**config.mk**
```make
export PLATFORM = sky130hd
export DESIGN_NAME = pc_sequencer_flat
export DESIGN_NICKNAME = d
export VERILOG_FILES = /design/src/rtl/pc_sequencer_if.sv /design/src/rtl/pc_sequencer.sv /design/src/flat_wrapper.sv
export SDC_FILE = /design/constraint.sdc
export NUM_CORES = 1
export LEC_CHECK = 0
export ABC_AREA = 1
export BUFFER_PORTS_ARGS = -buffer_cell sky130_fd_sc_hd__buf_2
export CAP_MARGIN = 20
export CORE_ASPECT_RATIO = 2
export CORE_MARGIN = 10
export CORE_UTILIZATION = 45
export CTS_BUF_LIST = sky130_fd_sc_hd__clkbuf_2
export CTS_CLUSTER_SIZE = 28
export DETAILED_ROUTE_END_ITERATION = 10
export HOLD_SLACK_MARGIN = 0.05
export PLACE_DENSITY = 0.75
export SLEW_MARGIN = 20
export SYNTH_ARGS = -nofsm -noshare
export SYNTH_HDL_FRONTEND = slang
export SYNTH_SLANG_ARGS = --single-unit
```
**constraint.sdc**
```tcl
create_clock -name i_clk -period 3 [get_ports i_clk]
set_input_delay 0.3 -clock i_clk [delete_from_list [all_inputs] [get_ports i_clk]]
set_output_delay 0.3 -clock i_clk [all_outputs]
set_load 0.02 [all_outputs]
```
**src/rtl/pc_sequencer_if.sv**
```systemverilog
// Fetch-side bundle between the hazard/redirect sources and the PC sequencer.
// The sequencer takes the slave modport; whatever drives the requests takes master.
interface pc_sequencer_if;
    logic        stall;
    logic [31:0] pc_incr;
    logic        exc_req;
    logic [31:0] exc_epc;
    logic        eret_req;
    logic        branch_req;
    logic [31:0] branch_target;
    logic        jump_req;
    logic [31:0] jump_target;
    logic [31:0] pc;
    logic        fetch_valid;
    logic        flush_if_id;
    logic        flush_id_ex;
    logic        flush_ex_mem;
    logic [31:0] epc;
    logic        redirect_pend;

    modport master (
        output stall, pc_incr,
        output exc_req, exc_epc, eret_req,
        output branch_req, branch_target,
        output jump_req, jump_target,
        input  pc, fetch_valid, epc, redirect_pend,
        input  flush_if_id, flush_id_ex, flush_ex_mem
    );

    modport slave (
        input  stall, pc_incr,
        input  exc_req, exc_epc, eret_req,
        input  branch_req, branch_target,
        input  jump_req, jump_target,
        output pc, fetch_valid, epc, redirect_pend,
        output flush_if_id, flush_id_ex, flush_ex_mem
    );
endinterface

```
**src/rtl/pc_sequencer.sv**
```systemverilog
// Next-PC controller: redirect arbitration, stalled-redirect capture,
// EPC storage, per-stage flushes and post-reset boot delay.
module pc_sequencer #(
    parameter logic [31:0] BOOT_ADDR = 32'h0000_1000,
    parameter logic [31:0] EXC_ADDR  = 32'h0000_2000,
    parameter int          BOOT_WAIT = 4
) (
    input logic          i_clk,
    input logic          i_rst,
    pc_sequencer_if.slave bus
);
    localparam int CW = (BOOT_WAIT > 1) ? $clog2(BOOT_WAIT) : 1;
    localparam logic [CW-1:0] LAST = CW'(BOOT_WAIT - 1);

    // Redirect priority levels; 0 means plain sequential fetch.
    localparam logic [2:0] P_NONE = 3'd0;
    localparam logic [2:0] P_JMP  = 3'd1;
    localparam logic [2:0] P_BR   = 3'd2;
    localparam logic [2:0] P_ERET = 3'd3;
    localparam logic [2:0] P_EXC  = 3'd4;

    typedef enum logic [1:0] {
        S_BOOT,
        S_RUN,
        S_PEND
    } state_t;

    state_t        r_state;
    state_t        w_state_nxt;
    logic [CW-1:0] r_cnt;
    logic [31:0]   r_pc;
    logic [31:0]   w_pc_nxt;
    logic [31:0]   r_epc;
    logic [31:0]   r_pend_tgt;
    logic [31:0]   w_pend_tgt_nxt;
    logic [2:0]    r_pend_pri;
    logic [2:0]    w_pend_pri_nxt;
    logic [2:0]    w_pri;
    logic [31:0]   w_raw;
    logic [31:0]   w_tgt;
    logic          w_acc;

    // Pick the highest-priority request and its (word-aligned) target.
    always_comb begin
        w_pri = P_NONE;
        w_raw = bus.pc_incr;
        if (bus.exc_req) begin
            w_pri = P_EXC;
            w_raw = EXC_ADDR;
        end else if (bus.eret_req) begin
            w_pri = P_ERET;
            w_raw = r_epc;
        end else if (bus.branch_req) begin
            w_pri = P_BR;
            w_raw = bus.branch_target;
        end else if (bus.jump_req) begin
            w_pri = P_JMP;
            w_raw = bus.jump_target;
        end
        w_tgt = {w_raw[31:2], 2'b00};
    end

    // A request is accepted when it wins in RUN or outranks the held one in PEND.
    always_comb begin
        w_acc = 1'b0;
        if (r_state == S_RUN)
            w_acc = (w_pri != P_NONE);
        else if (r_state == S_PEND)
            w_acc = (w_pri > r_pend_pri);
    end

    // Flushes fire with acceptance, regardless of stall.
    always_comb begin
        bus.flush_if_id  = w_acc;
        bus.flush_id_ex  = w_acc && (w_pri >= P_BR);
        bus.flush_ex_mem = w_acc && (w_pri >= P_ERET);
    end

    // Next-state, next-PC and pending-redirect decisions.
    always_comb begin
        w_state_nxt    = r_state;
        w_pc_nxt       = r_pc;
        w_pend_tgt_nxt = r_pend_tgt;
        w_pend_pri_nxt = r_pend_pri;
        case (r_state)
            S_BOOT: begin
                if (r_cnt == LAST)
                    w_state_nxt = S_RUN;
            end
            S_RUN: begin
                if (!bus.stall) begin
                    w_pc_nxt = w_tgt;
                end else if (w_pri != P_NONE) begin
                    w_state_nxt    = S_PEND;
                    w_pend_tgt_nxt = w_tgt;
                    w_pend_pri_nxt = w_pri;
                end
            end
            S_PEND: begin
                if (!bus.stall) begin
                    w_pc_nxt    = w_acc ? w_tgt : r_pend_tgt;
                    w_state_nxt = S_RUN;
                end else if (w_acc) begin
                    w_pend_tgt_nxt = w_tgt;
                    w_pend_pri_nxt = w_pri;
                end
            end
            default: w_state_nxt = S_BOOT;
        endcase
    end

    // State, PC, EPC and pending-redirect registers.
    always_ff @(posedge i_clk) begin
        if (i_rst) begin
            r_state    <= S_BOOT;
            r_cnt      <= '0;
            r_pc       <= BOOT_ADDR;
            r_epc      <= '0;
            r_pend_tgt <= '0;
            r_pend_pri <= P_NONE;
        end else begin
            r_state    <= w_state_nxt;
            r_cnt      <= (r_state == S_BOOT) ? r_cnt + 1'b1 : '0;
            r_pc       <= w_pc_nxt;
            r_pend_tgt <= w_pend_tgt_nxt;
            r_pend_pri <= w_pend_pri_nxt;
            if (w_acc && (w_pri == P_EXC))
                r_epc <= bus.exc_epc;
        end
    end

    assign bus.pc            = r_pc;
    assign bus.epc           = r_epc;
    assign bus.fetch_valid   = (r_state != S_BOOT);
    assign bus.redirect_pend = (r_state == S_PEND);
endmodule

```
**src/flat_wrapper.sv**
```systemverilog
// flat-port wrapper written by rule: the top's interface ports become plain ports
module pc_sequencer_flat 
#(
    parameter logic [31:0] BOOT_ADDR = 32'h0000_1000,
    parameter logic [31:0] EXC_ADDR  = 32'h0000_2000,
    parameter int          BOOT_WAIT = 4
)
  (i_clk, i_rst, bus_stall, bus_pc_incr, bus_exc_req, bus_exc_epc, bus_eret_req, bus_branch_req, bus_branch_target, bus_jump_req, bus_jump_target, bus_pc, bus_fetch_valid, bus_epc, bus_redirect_pend, bus_flush_if_id, bus_flush_id_ex, bus_flush_ex_mem);
  pc_sequencer_if bus_i ();
  input logic i_clk;
  input logic i_rst;
  input wire logic [$bits(bus_i.stall)-1:0] bus_stall;
  input wire logic [$bits(bus_i.pc_incr)-1:0] bus_pc_incr;
  input wire logic [$bits(bus_i.exc_req)-1:0] bus_exc_req;
  input wire logic [$bits(bus_i.exc_epc)-1:0] bus_exc_epc;
  input wire logic [$bits(bus_i.eret_req)-1:0] bus_eret_req;
  input wire logic [$bits(bus_i.branch_req)-1:0] bus_branch_req;
  input wire logic [$bits(bus_i.branch_target)-1:0] bus_branch_target;
  input wire logic [$bits(bus_i.jump_req)-1:0] bus_jump_req;
  input wire logic [$bits(bus_i.jump_target)-1:0] bus_jump_target;
  output wire logic [$bits(bus_i.pc)-1:0] bus_pc;
  output wire logic [$bits(bus_i.fetch_valid)-1:0] bus_fetch_valid;
  output wire logic [$bits(bus_i.epc)-1:0] bus_epc;
  output wire logic [$bits(bus_i.redirect_pend)-1:0] bus_redirect_pend;
  output wire logic [$bits(bus_i.flush_if_id)-1:0] bus_flush_if_id;
  output wire logic [$bits(bus_i.flush_id_ex)-1:0] bus_flush_id_ex;
  output wire logic [$bits(bus_i.flush_ex_mem)-1:0] bus_flush_ex_mem;
  assign bus_i.stall = bus_stall;
  assign bus_i.pc_incr = bus_pc_incr;
  assign bus_i.exc_req = bus_exc_req;
  assign bus_i.exc_epc = bus_exc_epc;
  assign bus_i.eret_req = bus_eret_req;
  assign bus_i.branch_req = bus_branch_req;
  assign bus_i.branch_target = bus_branch_target;
  assign bus_i.jump_req = bus_jump_req;
  assign bus_i.jump_target = bus_jump_target;
  assign bus_pc = bus_i.pc;
  assign bus_fetch_valid = bus_i.fetch_valid;
  assign bus_epc = bus_i.epc;
  assign bus_redirect_pend = bus_i.redirect_pend;
  assign bus_flush_if_id = bus_i.flush_if_id;
  assign bus_flush_id_ex = bus_i.flush_id_ex;
  assign bus_flush_ex_mem = bus_i.flush_ex_mem;
  pc_sequencer #(.BOOT_ADDR(BOOT_ADDR), .EXC_ADDR(EXC_ADDR), .BOOT_WAIT(BOOT_WAIT)) u_core (.i_clk(i_clk), .i_rst(i_rst), .bus(bus_i));
endmodule
```
==> impl_metrics.yaml <==
run_status:
  status: "finished, final reports clean"
critical_path:
  cp_num_cells: 14
  cpPeakStageDelay_ps: 530
  path_buf_inv: 7
  crit_type: "in2out"
  r2r-start: "u_core.r_pend_pri[2]"
  crit_path_end_kind: "primary output"
  critPathCapture: "bus_flush_if_id"
  critPathLaunchType: "primary input"
  reg2regPathDepth: 14
  cp.required_ps: 2700
  crit_family: "buffers and inverters"
  cp_cell_sequence: "dlygate4sd3_1 > buf_2 > a211oi_1 > inv_1 > ha_1 > nand4_1 > nand2_1 > inv_1 > nand2_1 > nand2_1 > nand2_2 > buf_12 > inv_1 > buf_2"
  cp-startpoint: "bus_exc_req"
  r2r_setup_slack_ps: 780
  timing.rr.end: "u_core.r_pend_tgt[31]"
  critPathArrivalTime_ps: 2550
  slowest_stage: "dlygate4sd3_1"
  cp_max_fo: 27
sta:
  maxSlewViolCount: 0
  fmax_ghz: 0.3514
  period_share: 0.9485
  min_period_ps: 2845
  timing.setup.tns_ps: 0
  rsz0062_at_grt: "no"
  final-hold-violation-count: 0
  worst_pin_slew_ps: 904.3
  whs_ps: 115.0
  fin_skew_ps: 28.91
  setup_viol: 0
  slew_headroom: 0.3965
logic_synthesis:
  seq_area_frac_synth: 0.3939
  postSynthCellCount: 767
  synth_warnings: 0
  yosys.area_share.simple: 0.2639
  synth_ff_type: "dfxtp_1"
  synth_area_leaders: "dfxtp_1 39%, nand2_1 7.8%, a21oi_1 7.6%"
  synthDistinctLibCells: 27
  avgSynthCellArea_sq_um: 6.825
  ys_seq_elements: 103
  synth_top_cell_by_area: "dfxtp_1"
  muxShareOfSynthArea: 0
  synth-xor-area-share: 0
  synthArstFlopShare: 0
  synth-edff-count: 0
  synth_compound_area_frac: 0.2194
  synth_area_sq_um: 5235
  syn_nets: 910
  synthAdderAreaFrac: 0.01912
  synth_top_area_frac: 0.3939
  synth_top_family_by_area: "simple AND/OR/NAND/NOR gates"
clock_network:
  cts_buffer_depth: 2
  root_buffer: "clkbuf_2"
  clkTransAtPathRegs_ps: 270
  cts_buffers: 9
  cts_tree: "done"
  cts_max_level: 3
  clk_latency_ps: 600
  cts_sinks: 103
layout:
  fin_nets: 1112
  fill_cells: 1076
  regArea_sq_um: 2062
  multi_input_area_sq_um: 2635
  areaGrowthSynthToFinish_pct: 30.31
  final_common_cell: "buf_2"
  mostFrequentLayoutCells: "197 x buf_2, 109 x nand2_1, 103 x dfxtp_1"
  drive_above_1_share: 0.2741
grt:
  grt_overflow: 0
  antenna_found_initial: 2
  grt_pass1_vias: 5730
  grt_usage: 0.2173
  grt_pass1_wl_um: 29320
  grt_max_degree: 62
run:
  cap_violations: 0
die:
  fp.dieArea_sq_um: 16610
  die_x_um: 96.27
  fp-row-count: 55
  die_h_um: 172.5
  coreArea_sq_um: 11350
  ioPinCount: 204
  start_util: 0.4610
placed_design:
  portBuffers: 197
  globalplace.congestion: 0.8780
  place_hpwl_um: 13130
power:
  p_leak_nw: 3.224
  p_per_area_nw_per_um2: 764.2
  peakVddDrop_mv: 0.5856
drt:
  drc: 0
  drtAntennaViolNets: 0
  avgViaCountPerCell: 5.183
  met1_length_um: 6917
  wl_met2_um: 9161
  initialDrtViolationCount: 367
  dr_wl_met3_um: 1456
  via_count: 5795
  drt_wl_total_um: 18000
  first_pass_iters: 5
  routedWlPerCell_um: 16.10
  routed.top_layer: "met4"
worst_hold_path:
  hold_class: "in2reg"
## cell families (layout without fill, tap and decap cells)
logic type	after synthesis	after routing
other	0	2
adder cells (fa/ha/maj)	8	8
buffers and inverters	138	345
flip-flops	103	103
AO/OA/AOI/OAI	200	200
AND/OR/NAND/NOR	318	318
## report_power, final
part           switching, W  internal (W)  leakage [nW]
Clock              0.000487      0.000368        0.0932
Sequential         0.000171       0.00169         0.839
Combinational       0.00167      0.000831          2.29
## metrics by stage
step / total power (W) / instances / utilization / setup slack (ps) / cell area, sq um
5_1_grt: 0.005636 / 1118 / 0.6008 / 17.20 / 6822
4_1_cts: 0.005212 / 1116 / 0.5992 / 22.01 / 6804
3_3_place_gp: 0.004306 / 1067 / 0.5556 / 486.0 / 6309
2_1_floorplan: 0.003568 / 767 / - / 476.8 / 5235
3_5_place_dp: 0.004333 / 1067 / 0.5556 / 453.8 / 6309
6_report: 0.005213 / 1118 / 0.6008 / 154.6 / 6822
## cells in the mapped netlist (4+ instances only)
cell type	count
clkbuf_1	42
nor2_1	98
a22oi_1	27
a21oi_1	80
or2_2	26
ha_1	8
nand2_2	4
o211ai_1	28
o21ai_0	50
nand3_1	74
o21ai_1	11
inv_1	78
nand2_1	109
buf_2	11
dfxtp_1	103
## tightest hold or removal path: cells and delay by family
family	cells	cell delay (ps)
AOI/OAI and AO/OA	2	140
and+or+nand+nor	1	80
buffers and inverters	2	170
## how the worst min path moves through the flow
stage | startpoint | end | slack [ps] | depth (start not counted)
2_1_floorplan | u_core.r_cnt[0] | u_core.r_cnt[0] | 410 | 1
3_3_place_gp | u_core.r_cnt[0] | u_core.r_cnt[0] | 420 | 1
3_5_place_dp | u_core.r_cnt[0] | u_core.r_cnt[0] | 430 | 1
4_1_cts | bus_jump_req | u_core.r_pend_pri[0] | 90 | 5
5_1_grt | bus_jump_req | u_core.r_pend_pri[0] | 110 | 5
6_report | bus_jump_req | u_core.r_pend_pri[0] | 110 | 5
## routing by layer
| layer | up-vias | global-route usage |
|---|---|---|
| met2 | 197 | 0.3604 |
| met3 | 34 | 0.06638 |
| met1 | 2631 | 0.2468 |
| li1 | 2933 | - |
| met4 | 0 | 0.08838 |
| met5 | - | 0 |
## timing repair
action	in CTS	in global routing
hold buffers	33	0
hold endpoints to repair	33	0
resized for setup	0	3
buffers inserted	0	0
setup endpoints to repair	0	1
## registers in the layout (all words and copies together), names as in the netlist
signal             flops
u_core.r_state         2
u_core.r_pend_tgt     32
u_core.bus.pc         32
u_core.bus.epc        32
u_core.r_pend_pri      3
u_core.r_cnt           2
## final cells by class
type                       instances  share of cell area
tap                              142             0.02605
timing repair buffer             247              0.2153
antenna                            2           0.0007337
clock inverter                     6             0.01687
inverter                          82             0.04512
sequential                       103              0.3023
clock buffer                      10            0.007337
multi-input combinational        526              0.3863
(Power assumes the default switching activity.)
